**src/rtl/adc_spi_rx.sv**
```systemverilog
// ---------------------------------------------------------------------------
// adc_spi_rx
// Serial receiver for a conversion-triggered SPI ADC. A start request drops
// cs_n (which also starts the ADC conversion), waits CONV_CYC clk cycles, then
// clocks BITS bits out of the ADC MSB first and presents the captured word.
//
// Parameters
//   HBDIV    : clk cycles per sck half-period (>= 1)
//   BITS     : conversion word width (2..32)
//   CONV_CYC : clk cycles cs_n is held low before the first sck edge (>= 1)
//
// Ports
//   clk   : system clock, rising edge
//   rst   : synchronous active-high reset
//   start : single-cycle request, ignored while busy
//   sdi   : serial data from the ADC (source-synchronous to sck)
//   busy  : high from accepted start until the word is delivered
//   cs_n  : ADC chip select / convert strobe, active low
//   sck   : serial clock to the ADC, idle low
//   dout  : last captured word, held between valid strobes
//   valid : one-cycle strobe, dout updated this cycle
// ---------------------------------------------------------------------------
module adc_spi_rx #(
    parameter int HBDIV    = 1,
    parameter int BITS     = 16,
    parameter int CONV_CYC = 100
) (
    input  logic            clk,
    input  logic            rst,
    input  logic            start,
    input  logic            sdi,
    output logic            busy,
    output logic            cs_n,
    output logic            sck,
    output logic [BITS-1:0] dout,
    output logic            valid
);

    // Counter widths: each counter only has to reach terminal-1, and a
    // terminal count of 1 still needs a one-bit register.
    localparam int CONV_W = (CONV_CYC > 1) ? $clog2(CONV_CYC) : 1;
    localparam int HB_W   = (HBDIV > 1) ? $clog2(HBDIV) : 1;
    localparam int HALF_N = 2 * BITS;
    localparam int HALF_W = $clog2(HALF_N);

    localparam logic [CONV_W-1:0] CONV_LAST = CONV_W'(CONV_CYC - 1);
    localparam logic [CONV_W-1:0] CONV_ONE  = CONV_W'(1);
    localparam logic [HB_W-1:0]   HB_LAST   = HB_W'(HBDIV - 1);
    localparam logic [HB_W-1:0]   HB_ONE    = HB_W'(1);
    localparam logic [HALF_W-1:0] HALF_LAST = HALF_W'(HALF_N - 1);
    localparam logic [HALF_W-1:0] HALF_ONE  = HALF_W'(1);

    typedef enum logic [1:0] {
        ST_IDLE  = 2'd0,
        ST_CONV  = 2'd1,
        ST_SHIFT = 2'd2
    } state_t;

    state_t              state_r;
    logic [CONV_W-1:0]   conv_cnt_r;
    logic [HB_W-1:0]     hb_cnt_r;
    logic [HALF_W-1:0]   half_idx_r;
    logic [BITS-1:0]     shift_r;
    logic [BITS-1:0]     dout_r;
    logic                busy_r;
    logic                cs_n_r;
    logic                sck_r;
    logic                valid_r;

    // Word assembled from the bits captured so far plus the current sdi bit.
    logic [BITS-1:0]     next_word_s;

    assign next_word_s = {shift_r[BITS-2:0], sdi};

    // Transaction sequencer: conversion wait, sck generation, bit capture.
    always_ff @(posedge clk) begin
        if (rst) begin
            state_r    <= ST_IDLE;
            conv_cnt_r <= '0;
            hb_cnt_r   <= '0;
            half_idx_r <= '0;
            shift_r    <= '0;
            dout_r     <= '0;
            busy_r     <= 1'b0;
            cs_n_r     <= 1'b1;
            sck_r      <= 1'b0;
            valid_r    <= 1'b0;
        end else begin
            valid_r <= 1'b0;
            case (state_r)
                ST_IDLE: begin
                    sck_r <= 1'b0;
                    if (start) begin
                        state_r    <= ST_CONV;
                        busy_r     <= 1'b1;
                        cs_n_r     <= 1'b0;
                        conv_cnt_r <= '0;
                        shift_r    <= '0;
                    end
                end

                ST_CONV: begin
                    if (conv_cnt_r == CONV_LAST) begin
                        state_r    <= ST_SHIFT;
                        conv_cnt_r <= '0;
                        hb_cnt_r   <= '0;
                        half_idx_r <= '0;
                    end else begin
                        conv_cnt_r <= conv_cnt_r + CONV_ONE;
                    end
                end

                ST_SHIFT: begin
                    if (hb_cnt_r == HB_LAST) begin
                        hb_cnt_r <= '0;
                        // Odd half-periods are the sck-high phases; the edge
                        // that ends one is where the ADC data is stable.
                        if (half_idx_r[0]) begin
                            sck_r   <= 1'b0;
                            shift_r <= next_word_s;
                            if (half_idx_r == HALF_LAST) begin
                                half_idx_r <= '0;
                                state_r    <= ST_IDLE;
                                busy_r     <= 1'b0;
                                cs_n_r     <= 1'b1;
                                dout_r     <= next_word_s;
                                valid_r    <= 1'b1;
                            end else begin
                                half_idx_r <= half_idx_r + HALF_ONE;
                            end
                        end else begin
                            sck_r      <= 1'b1;
                            half_idx_r <= half_idx_r + HALF_ONE;
                        end
                    end else begin
                        hb_cnt_r <= hb_cnt_r + HB_ONE;
                    end
                end

                default: begin
                    state_r    <= ST_IDLE;
                    conv_cnt_r <= '0;
                    hb_cnt_r   <= '0;
                    half_idx_r <= '0;
                    busy_r     <= 1'b0;
                    cs_n_r     <= 1'b1;
                    sck_r      <= 1'b0;
                end
            endcase
        end
    end

    assign busy  = busy_r;
    assign cs_n  = cs_n_r;
    assign sck   = sck_r;
    assign dout  = dout_r;
    assign valid = valid_r;

endmodule

```
**config.mk**
```make
export PLATFORM = sky130hd
export DESIGN_NAME = adc_spi_rx
export DESIGN_NICKNAME = d
export VERILOG_FILES = /design/src/rtl/adc_spi_rx.sv
export SDC_FILE = /design/constraint.sdc
export NUM_CORES = 1
export LEC_CHECK = 0
export ABC_CLOCK_PERIOD_IN_PS = 3300
export CORE_UTILIZATION = 45
export CTS_BUF_LIST = sky130_fd_sc_hd__clkbuf_4 sky130_fd_sc_hd__clkbuf_8
export CTS_CLUSTER_DIAMETER = 40
export CTS_CLUSTER_SIZE = 12
export DETAILED_ROUTE_END_ITERATION = 10
export DONT_BUFFER_PORTS = 1
export GPL_TIMING_DRIVEN = 0
export SETUP_SLACK_MARGIN = 0.05
export SYNTH_ARGS = -nofsm -noshare
export SYNTH_HDL_FRONTEND = slang
export SYNTH_SLANG_ARGS = --single-unit
export TNS_END_PERCENT = 20
```
**constraint.sdc**
```tcl
create_clock -name clk -period 3.3 [get_ports clk]
set_clock_uncertainty 0.1 [all_clocks]
set_input_delay 0.33 -clock clk [delete_from_list [all_inputs] [get_ports clk]]
set_output_delay 0.33 -clock clk [all_outputs]
set_load 0.05 [all_outputs]
```
==> key figures, run 1 <==
Logic synthesis
  – YS warnings: 0
  – Post-synth EDFFs: 0
  – Synth cell count leaders: 53 x nand2_1, 49 x dfxtp_1, 38 x a21oi_1, 15 x nand4b_1, 15 x nor2_1
  – Syn nets: 239
  – FFs w/ async S/R, synth: 0
  – Cells after Synth: 232
  – Yosys reg bits: 49
  – Dominant cell type by area after synthesis: dfxtp_1
  – Cell Area, Synth: 2040 um^2
  – Dominant synthesized flop cell: dfxtp_1
  – Count leader, synth: nand2_1
  – Top-area cell type share of the netlist area: 0.482
  – Area contributors post-synth: dfxtp_1 48%, nand2_1 9.8%, a21oi_1 9.3%
  – Sequential area share after synthesis: 0.482
  – Avg Synthesized Cell Area: 8.77 um^2
  – Post-synth cell types: 37

CTS
  – Root buf cell: clkbuf_8
  – Clk_lat worst skew: 300 ps
  – Hold_buf cts: 0
  – Clock transition at path regs: 90 ps
  – Maximum buffer depth of the clock tree: 2
  – H-tree lvl count: 2
  – Clk sink count: 49
  – Post-CTS setup buffer count: 0
  – Num CTS Buffers: 5
  – CTS tree: built
  – Post-CTS Resized: 0

Power and ir drop
  – Comb pwr share: 0.046
  – Peak VDD IR: 212 uV
  – Reg power frac: 0.605
  – LEAKAGE: 0.707 nW
  – Clock power frac: 0.348
  – Switch Pwr: 0.239 mW
  – Power Internal: 0.763 mW
  – Net Sw Frac: 0.238
  – Pwr dens: 457 nW/um^2
  – Total power: 1.00 mW

Route
  – DR vias: 1600
  – Final WL: 4080 um
  – Via density: 5.48
  – DRT Pass-1 Iters: 4
  – DRC Markers: 0
  – Antenna-violating nets left: 0
  – Post-DR wirelength/cell: 14.0 um
  – Starting DRT DRC Count: 119

Layout
  – Area grow syn2layout: 7.62%
  – Fin util: 0.503
  – Diodes inserted: 0
  – Nets: 246
  – Share of cells above drive strength 1: 0.113
  – Layout Cells excl Fill: 292

Global route
  – Number of global-route vias before repair: 1549
  – Largest net degree at the start of global routing: 17
  – Total global routing overflow: 0
  – First-pass GRT wire length: 7290 um
  – Initial antenna violation count: 0
  – Total track usage: 0.186

Timing
  – Post-Route Setup TNS: 0 ps
  – Pins Over Slew Limit: 0
  – Final min period: 2030 ps
  – Slew headroom: 0.650
  – Fmax: 0.493 GHz
  – Fin crit share: 0.615
  – Post-route setup slack: 1270 ps
  – RSZ-0062 raised after global routing: no
  – Worst slew pin tran: 525 ps
  – # setup viols final: 0
  – Final hold vios: 0

Job
  – Max_cap viols: 0

Placed design
  – Pre-CTS setup slack: 1240 ps
  – Port buffer count: 0
  – Dpl cells: 284
  – Routability cong.: 0.800
  – Hpwl dp: 2880 um

Worst setup path
  – CP Capture Type: register
  – Critical Path AT: 2160 ps
  – Setup CP Type: reg2reg
  – Critical Path Fanout Max: 10
  – Required @ worst endpoint: 3430 ps
  – Reg2Reg Depth: 8
  – Setup crit start kind: register

Die
  – Die ar.: 4800 um^2
  – Die Ht: 69.3 um
  – # rows: 24
  – Initial Util: 0.468
  – Core ar.: 4350 um^2
  – Top Ports: 24
  – Die W: 69.3 um

Run status
  – Outcome: complete, no violations

Min path
  – HP Class: in2reg
  – Hold Path Cell Cnt: 2
registers in the layout, indices dropped and copies added, names as in the netlist:
| signal | cells |
|---|---|
| dout | 16 |
| shift_r | 15 |
| conv_cnt_r | 7 |
| half_idx_r | 5 |
| state_r | 2 |
| busy | 1 |
| cs_n | 1 |
| sck | 1 |
| valid | 1 |
final cells by class:
cell class / count / area (um^2)
fillers: 418 / 2160
flip-flops and latches: 49 / 981
multi-input cells: 167 / 978
plain buffers: 15 / 72.6
clock buffers: 5 / 68.8
well taps: 52 / 65.1
clock inverters: 3 / 21.3
inverters: 1 / 3.75
kinds of logic (layout without fill, tap and decap cells):
family,Yosys count,after routing,synth area share
and+or+nand+nor,100,100,0.257
AOI/OAI and AO/OA,60,60,0.188
DFF,49,49,0.482
buffers and inverters,16,24,0.0375
xor gates and xnor gates,4,4,0.0172
adders and majority gates,3,3,0.0184
power by group through the flow:
stage	Sequential (mW)	Clock, mW	Combinational [mW]
floorplan	0.619	0	0.0361
global placement	0.620	0	0.0466
detailed placement	0.620	0	0.0465
CTS	0.606	0.366	0.0467
global route	0.608	0.387	0.0524
finish	0.606	0.349	0.0465
worst paths after layout:
kind	slack, ps	startpoint	endpoint
setup reg to reg	1270	half_idx_r[0]$_SDFFE_PP0P_	dout[9]$_SDFFE_PP0P_
setup / recovery	1270	half_idx_r[0]$_SDFFE_PP0P_	dout[9]$_SDFFE_PP0P_
hold reg to reg	370	shift_r[14]$_SDFFE_PP0P_	dout[15]$_SDFFE_PP0P_
hold / removal	70	sdi	dout[0]$_SDFFE_PP0P_
routing by layer:
layer / up-vias / wire length (um) / global-route usage
met1: 752 / 2110 / 0.268
li1: 822 / - / -
met3: 2 / 151 / 0.0523
met4: 0 / 15 / 0.0476
met5: - / 0 / 0
met2: 24 / 1800 / 0.274
worst max-delay path, stage by stage, from the launching register on:
cell,delay [ps]
dfxtp_1,460
ha_1,230
and3_1,170
ha_1,230
nand2_1,120
nor2_4,200
buf_2,270
nand2_1,80
a21oi_1,120
layout by cell type, fill, tap and decap left out, drive strengths merged, types with 2 or more instances in the layout:
| cell type | synthesis | layout |
|---|---|---|
| inv | 1 | 2 |
| nand2 | 53 | 53 |
| nor2 | 16 | 16 |
| a21oi | 39 | 39 |
| a41oi | 2 | 2 |
| a22oi | 2 | 2 |
| a31oi | 3 | 3 |
| o21ai | 4 | 4 |
| nand4b | 15 | 15 |
| xor2 | 4 | 4 |
| o21bai | 2 | 2 |
| a311oi | 3 | 3 |
| nor2b | 3 | 3 |
| nand2b | 3 | 3 |
| nand3 | 3 | 3 |
| o2111ai | 2 | 2 |
| buf | 7 | 7 |
| ha | 3 | 3 |
| dfxtp | 49 | 49 |
| clkbuf | 8 | 13 |
through the flow:
stage / instance area (um^2) / hold slack (ps)
floorplan: 2040 / 332
global placement: 2100 / 341
detailed placement: 2100 / 349
CTS: 2190 / 58.2
global route: 2190 / 85.6
finish: 2190 / 71.1
No activity file was read; power rests on OpenSTA's default activity.
==> run 2: changes to the inputs <==
ABC_CLOCK_PERIOD_IN_PS = 1750   (was 3300)
clock period = 1.75 ns   (was 3.3 ns; I/O delays follow)
==> run 2 against run 1 <==
Against the previous run: count of clock-buffer cells in the layout stayed put; sequential power is 88% higher; sequential share of layout area is 2.8 points lower.
==> key figures, run 2 (synthesis gave the netlist of run 1 again) <==
Timing
  – Hold slack: 208 ps (+137 ps)
  – Final min period: 1660 ps (-369 ps)
  – Final hold vios: 0 (unchanged)
  – Slew headroom: 0.646 (-0.00329)
  – RSZ-0062 raised after global routing: yes
  – Worst slew pin tran: 530 ps (+4.93 ps)
  – Fin crit share: 0.949 (+0.334)
  – Pins Over Slew Limit: 0 (unchanged)
  – # setup viols final: 0 (unchanged)
  – Fmax: 0.602 GHz (+22%)

Layout
  – Commonest non-fill, non-tap cell in the layout: nand2_1
  – Nets: 251 (+2.0%)
  – Most frequent cells in the layout: 51 x nand2_1, 47 x dfxtp_1, 38 x a21oi_1
  – Final instance area: 2350 um^2 (+7.3%)
  – Fillers: 415 (-0.72%)
  – Max reg flops: 16 (unchanged)
  – Reg area: 986 um^2 (+0.51%)
  – Share of cells above drive strength 1: 0.155 (+0.0426)
  – Diodes inserted: 0 (unchanged)
  – Area grow syn2layout: 15.4%
  – Footprint of the multi-input gates: 1030 um^2 (+5.1%)

Worst setup path
  – Slowest stage delay, CP: 370 ps (-90 ps)
  – CP Capture Type: register
  – Crit-path cells: ha_4 > and3_4 > ha_4 > nand2_2 > nand2_2 > nand3b_1 > a221o_1
  – Setup crit start kind: register
  – Family with the most delay on the worst path: simple AND/OR/NAND/NOR gates
  – Worst Path Buf+Inv: 0 (-1)
  – Critical Path AT: 1760 ps (-400 ps)
  – Required @ worst endpoint: 1850 ps (-1580 ps)
  – CP max stage cell: dfxtp_4
  – Critical Path Fanout Max: 3 (-7)
  – Setup CP Type: reg2reg

Route
  – DR WL met2: 1990 um (+10%)
  – Post-DR wirelength/cell: 14.8 um (+5.8%)
  – Via density: 5.46 (-0.27%)
  – Antenna-violating nets left: 0 (unchanged)
  – Met3 routed WL: 155 um (+2.6%)
  – DR vias: 1623 (+1.4%)
  – DRC Markers: 0 (unchanged)
  – DRT Pass-1 Iters: 4 (unchanged)
  – Met1 Wirelength: 2180 um (+3.6%)
  – Final WL: 4390 um (+7.6%)
  – Starting DRT DRC Count: 85 (-29%)
  – DR top layer: met4

Placed design
  – Routability cong.: 0.843 (+5.4%)
  – Placed Area: 2100 um^2 (about the same)
  – Hpwl dp: 2890 um (+0.19%)
  – Port buffer count: 0 (unchanged)

Min path
  – HP Class: in2reg

Global route
  – First-pass GRT wire length: 7630 um (+4.6%)
  – Number of global-route vias before repair: 1626 (+5.0%)
  – Largest net degree at the start of global routing: 17 (unchanged)
  – Initial antenna violation count: 0 (unchanged)
  – Total global routing overflow: 0 (unchanged)
  – Total track usage: 0.197 (+0.0111)

CTS
  – Root buf cell: clkbuf_8
  – Clk sink count: 49 (unchanged)
  – Clk_lat worst skew: 310 ps (about the same)
  – H-tree lvl count: 2 (unchanged)
  – Num CTS Buffers: 5 (unchanged)
  – Clock transition at path regs: 90 ps (about the same)
  – CTS tree: built
  – Maximum buffer depth of the clock tree: 2 (unchanged)

Power and ir drop
  – Peak VDD IR: 451 uV (+110%)
  – Pwr dens: 935 nW/um^2 (+100%)
  – LEAKAGE: 0.760 nW (+7.6%)
  – Total power: 2.20 mW (+120%)

Die
  – # rows: 24 (unchanged)
  – Die ar.: 4800 um^2 (unchanged)
  – Core ar.: 4350 um^2 (unchanged)
  – Die W: 69.3 um (unchanged)
  – Initial Util: 0.468 (unchanged)
  – Die Ht: 69.3 um (unchanged)
  – Top Ports: 24 (unchanged)

Run status
  – Outcome: complete, no violations

Job
  – Max_cap viols: 0 (unchanged)
==> run 2: worst min-delay path: stages <==
cell and delay (ps):
nor2b_2 180, o21ai_0 150, a21oi_1 60
==> run 2: path summary, 6_finish.rpt <==
check,startpoint,end,slack (ps),cells past startpoint
setup / recovery,half_idx_r[0]$_SDFFE_PP0P_,cs_n$_SDFFE_PP1P_,90,7
hold / removal,start,conv_cnt_r[1]$_SDFFE_PP0P_,210,3
setup reg to reg,half_idx_r[0]$_SDFFE_PP0P_,cs_n$_SDFFE_PP1P_,90,7
hold reg to reg,shift_r[14]$_SDFFE_PP0P_,dout[15]$_SDFFE_PP0P_,360,2
==> run 2: final cells by class <==
cell class	count	share of cell area
Timing Repair Buffer	5	0.0181
Clock buffer	5	0.0293
Inverter	1	0.00160
Multi-Input combinational cell	167	0.438
Sequential cell	49	0.420
Buffer	15	0.0367
Tap cell	52	0.0277
Clock inverter	3	0.0293
==> run 2: where the power goes <==
group          switching, mW  internal [mW]
registers             0.0208           1.12
logic                 0.0570         0.0349
clock network          0.388          0.575
==> run 2: stage by stage <==
step                      setup TNS, ps  setup WS [ps]  utilization  cells
after detailed placement          -1840           -182        0.483    284
after global routing                  0           32.3        0.540    297
after floorplan                       0           53.0            -    232
final                                 0           88.8        0.540    297
after global placement            -1860           -185        0.483    284
after CTS                             0           52.4        0.534    297
==> run 2: per-layer routing <==
layer,vias to the layer above,global-route usage
met5,-,0
li1,839,-
met3,6,0.0552
met1,753,0.270
met4,0,0.0635
met2,25,0.301
==> run 2: repair_timing <==
item | CTS | global route
pin swaps | 2 | 3
setup endpoints to repair | 15 | 20
buffers inserted | 3 | 0
endpoints found under the hold margin | 4 | 0
resized for setup | 11 | 6
hold buffers | 2 | 0
==> run 3: changes to the inputs <==
ABC_CLOCK_PERIOD_IN_PS = 2100   (was 1750)
MAX_ROUTING_LAYER = met4   (was default)
clock period = 2.1 ns   (was 1.75 ns; I/O delays follow)
==> run 3 against run 2 <==
Against the previous run: wire length fell by 5.7%; utilization fell by 2.6 points; power fell by 28%; highest routed layer unchanged; final cell count is the same; design area is 4.8% lower; critical path depth is 1 lower; fmax is 11% lower; largest power group unchanged.
==> key figures, run 3 (synthesis gave the netlist of run 1 again) <==
Worst setup path
  – RR Startpoint: half_idx_r[0]$_SDFFE_PP0P_
  – Critical Path AT: 1980 ps (+220 ps)
  – Setup CP Type: reg2reg
  – Reg2Reg Depth: 6 (-1)
  – CP Capture Type: register
  – Family with the most delay on the worst path: compound AO/OA/AOI/OAI gates
  – Worst Path Buf+Inv: 0 (unchanged)
  – Crit-path cells: ha_1 > and3_1 > ha_1 > a21oi_2 > a41oi_1 > a311oi_2
  – Most frequent CP cell: ha_1
  – R2r endpoint: half_idx_r[3]$_SDFFE_PP0P_
  – Slowest stage delay, CP: 370 ps (about the same)
  – Setup crit start kind: register
  – FF-to-FF setup slack: 240 ps (+150 ps)
  – Critical Path Fanout Max: 6 (+3)
  – Required @ worst endpoint: 2220 ps (+370 ps)
  – CP max stage cell: dfxtp_2

Route
  – Antenna-violating nets left: 0 (unchanged)
  – DRC Markers: 0 (unchanged)
  – Starting DRT DRC Count: 99 (+16%)
  – DRT Pass-1 Iters: 4 (unchanged)
  – Post-DR wirelength/cell: 13.9 um (-5.7%)
  – DR vias: 1641 (+1.1%)
  – Final WL: 4140 um (-5.7%)
  – Via density: 5.53 (+1.1%)

Placed design
  – Port buffer count: 0 (unchanged)
  – Placed Area: 2100 um^2 (about the same)
  – Pre-CTS setup slack: 44.0 ps (+226 ps)
  – Routability cong.: 0.811 (-3.7%)
  – Hpwl dp: 2880 um (-0.19%)

Die
  – Initial Util: 0.468 (unchanged)
  – Die W: 69.3 um (unchanged)
  – Die ar.: 4800 um^2 (unchanged)
  – Core ar.: 4350 um^2 (unchanged)
  – Die Ht: 69.3 um (unchanged)
  – Top Ports: 24 (unchanged)
  – # rows: 24 (unchanged)

Layout
  – Footprint of the multi-input gates: 978 um^2 (-4.9%)
  – Area grow syn2layout: 9.90%
  – Reg area: 982 um^2 (-0.38%)
  – Diodes inserted: 0 (unchanged)
  – Final instance area: 2240 um^2 (-4.8%)
  – Most frequent cells in the layout: 53 x nand2_1, 48 x dfxtp_1, 38 x a21oi_1
  – Nets: 251 (unchanged)
  – Fillers: 416 (+0.24%)
  – Commonest non-fill, non-tap cell in the layout: nand2_1
  – Share of cells above drive strength 1: 0.127 (-0.0286)
  – Max reg flops: 16 (unchanged)

Power and ir drop
  – Peak VDD IR: 334 uV (-26%)
  – Switch Pwr: 0.379 mW (-19%)
  – Power Internal: 1.20 mW (-31%)
  – Reg power frac: 0.603 (+0.083)
  – LEAKAGE: 0.732 nW (-3.7%)
  – Clock power frac: 0.348 (-0.090)
  – Pwr dens: 706 nW/um^2 (-24%)
  – Comb pwr share: 0.049 (+0.007)
  – Net Sw Frac: 0.240 (+0.0277)

Timing
  – Final min period: 1860 ps (+204 ps)
  – Final hold vios: 0 (unchanged)
  – Post-route setup slack: 235 ps (+146 ps)
  – # setup viols final: 0 (unchanged)
  – RSZ-0062 raised after global routing: no
  – Worst slew pin tran: 526 ps (-3.47 ps)
  – Post-Route Setup TNS: 0 ps (unchanged)
  – Fin crit share: 0.888 (-0.0611)
  – Fmax: 0.536 GHz (-11%)
  – Slew headroom: 0.649 (+0.00232)
  – Pins Over Slew Limit: 0 (unchanged)

Global route
  – First-pass GRT wire length: 7360 um (-3.5%)
  – Initial antenna violation count: 0 (unchanged)
  – Largest net degree at the start of global routing: 17 (unchanged)
  – Number of global-route vias before repair: 1563 (-3.9%)
  – Total track usage: 0.193 (-0.00414)
  – Total global routing overflow: 0 (unchanged)

Job
  – Max_cap viols: 0 (unchanged)

Run status
  – Outcome: complete, no violations

Min path
  – Hold path endpoint: conv_cnt_r[1]$_SDFFE_PP0P_
  – HP Class: in2reg
  – Hold Path Cell Cnt: 3 (unchanged)
  – Hold path startpoint: start

CTS
  – Clock transition at path regs: 90 ps (about the same)
  – H-tree lvl count: 2 (unchanged)
  – Root buf cell: clkbuf_8
  – Clk sink count: 49 (unchanged)
  – CTS tree: built
  – Maximum buffer depth of the clock tree: 2 (unchanged)
  – Num CTS Buffers: 5 (unchanged)
  – Clk_lat worst skew: 300 ps (about the same)
[run 3: changes by cell type in the layout (fill, tap and decap cells not counted), sizes merged]
cell / previous run / this run
clkinv: 0 / 1
bufinv: 2 / 0
clkinvlp: 0 / 1
[run 3: power by group through the flow]
stage          registers (mW)  clock network, mW  logic, mW
2_1_floorplan           0.973                  0     0.0567
3_3_place_gp            0.975                  0     0.0732
3_5_place_dp            0.975                  0     0.0730
4_1_cts                 0.953              0.576     0.0771
5_1_grt                 0.955              0.610     0.0863
6_report                0.953              0.550     0.0772
[run 3: layout make-up]
cell class | count | area share
buffer | 15 | 0.0336
clock buffer | 5 | 0.0308
clock inverter | 3 | 0.00951
inverter | 1 | 0.00168
multi-input combinational | 167 | 0.437
sequential | 49 | 0.439
tap | 52 | 0.0291
timing repair buffer | 5 | 0.0190
[run 3: metal layers]
layer	vias up	wire length, um	track usage
met5	-	0	-
met4	0	21	0.0476
met3	4	176	0.0480
met2	33	1800	0.279
met1	771	2150	0.271
li1	833	-	-
[run 3: repair_timing]
item | CTS | global route
resized for setup | 1 | 1
pin swaps | 0 | 1
setup endpoints to repair | 10 | 12
buffers inserted | 0 | 3
hold buffers | 2 | 0
endpoints found under the hold margin | 4 | 0
[run 3: worst min-delay path: stages]
cell and delay [ps]:
nor2b_2 180, o21ai_0 150, a21oi_1 60
[run 3: per-stage QoR]
step / hold slack, ps / utilization / std cells / total power [mW]
6_report: 259 / 0.514 / 297 / 1.58
5_1_grt: 283 / 0.514 / 297 / 1.65
4_1_cts: 241 / 0.508 / 294 / 1.61
3_5_place_dp: 264 / 0.482 / 284 / 1.05
3_3_place_gp: 249 / 0.482 / 284 / 1.05
2_1_floorplan: 246 / - / 232 / 1.03
[run 3: worst max-delay path by stage]
stage	cells after the start	from	endpoint	slack, ps
after global placement	8	half_idx_r[0]$_SDFFE_PP0P_	dout[12]$_SDFFE_PP0P_	70
after CTS	8	half_idx_r[0]$_SDFFE_PP0P_	dout[13]$_SDFFE_PP0P_	110
final	6	half_idx_r[0]$_SDFFE_PP0P_	half_idx_r[3]$_SDFFE_PP0P_	240
after floorplan	7	half_idx_r[0]$_SDFFE_PP0P_	cs_n$_SDFFE_PP1P_	340
after detailed placement	8	half_idx_r[0]$_SDFFE_PP0P_	dout[9]$_SDFFE_PP0P_	40
after global routing	6	half_idx_r[0]$_SDFFE_PP0P_	half_idx_r[3]$_SDFFE_PP0P_	80
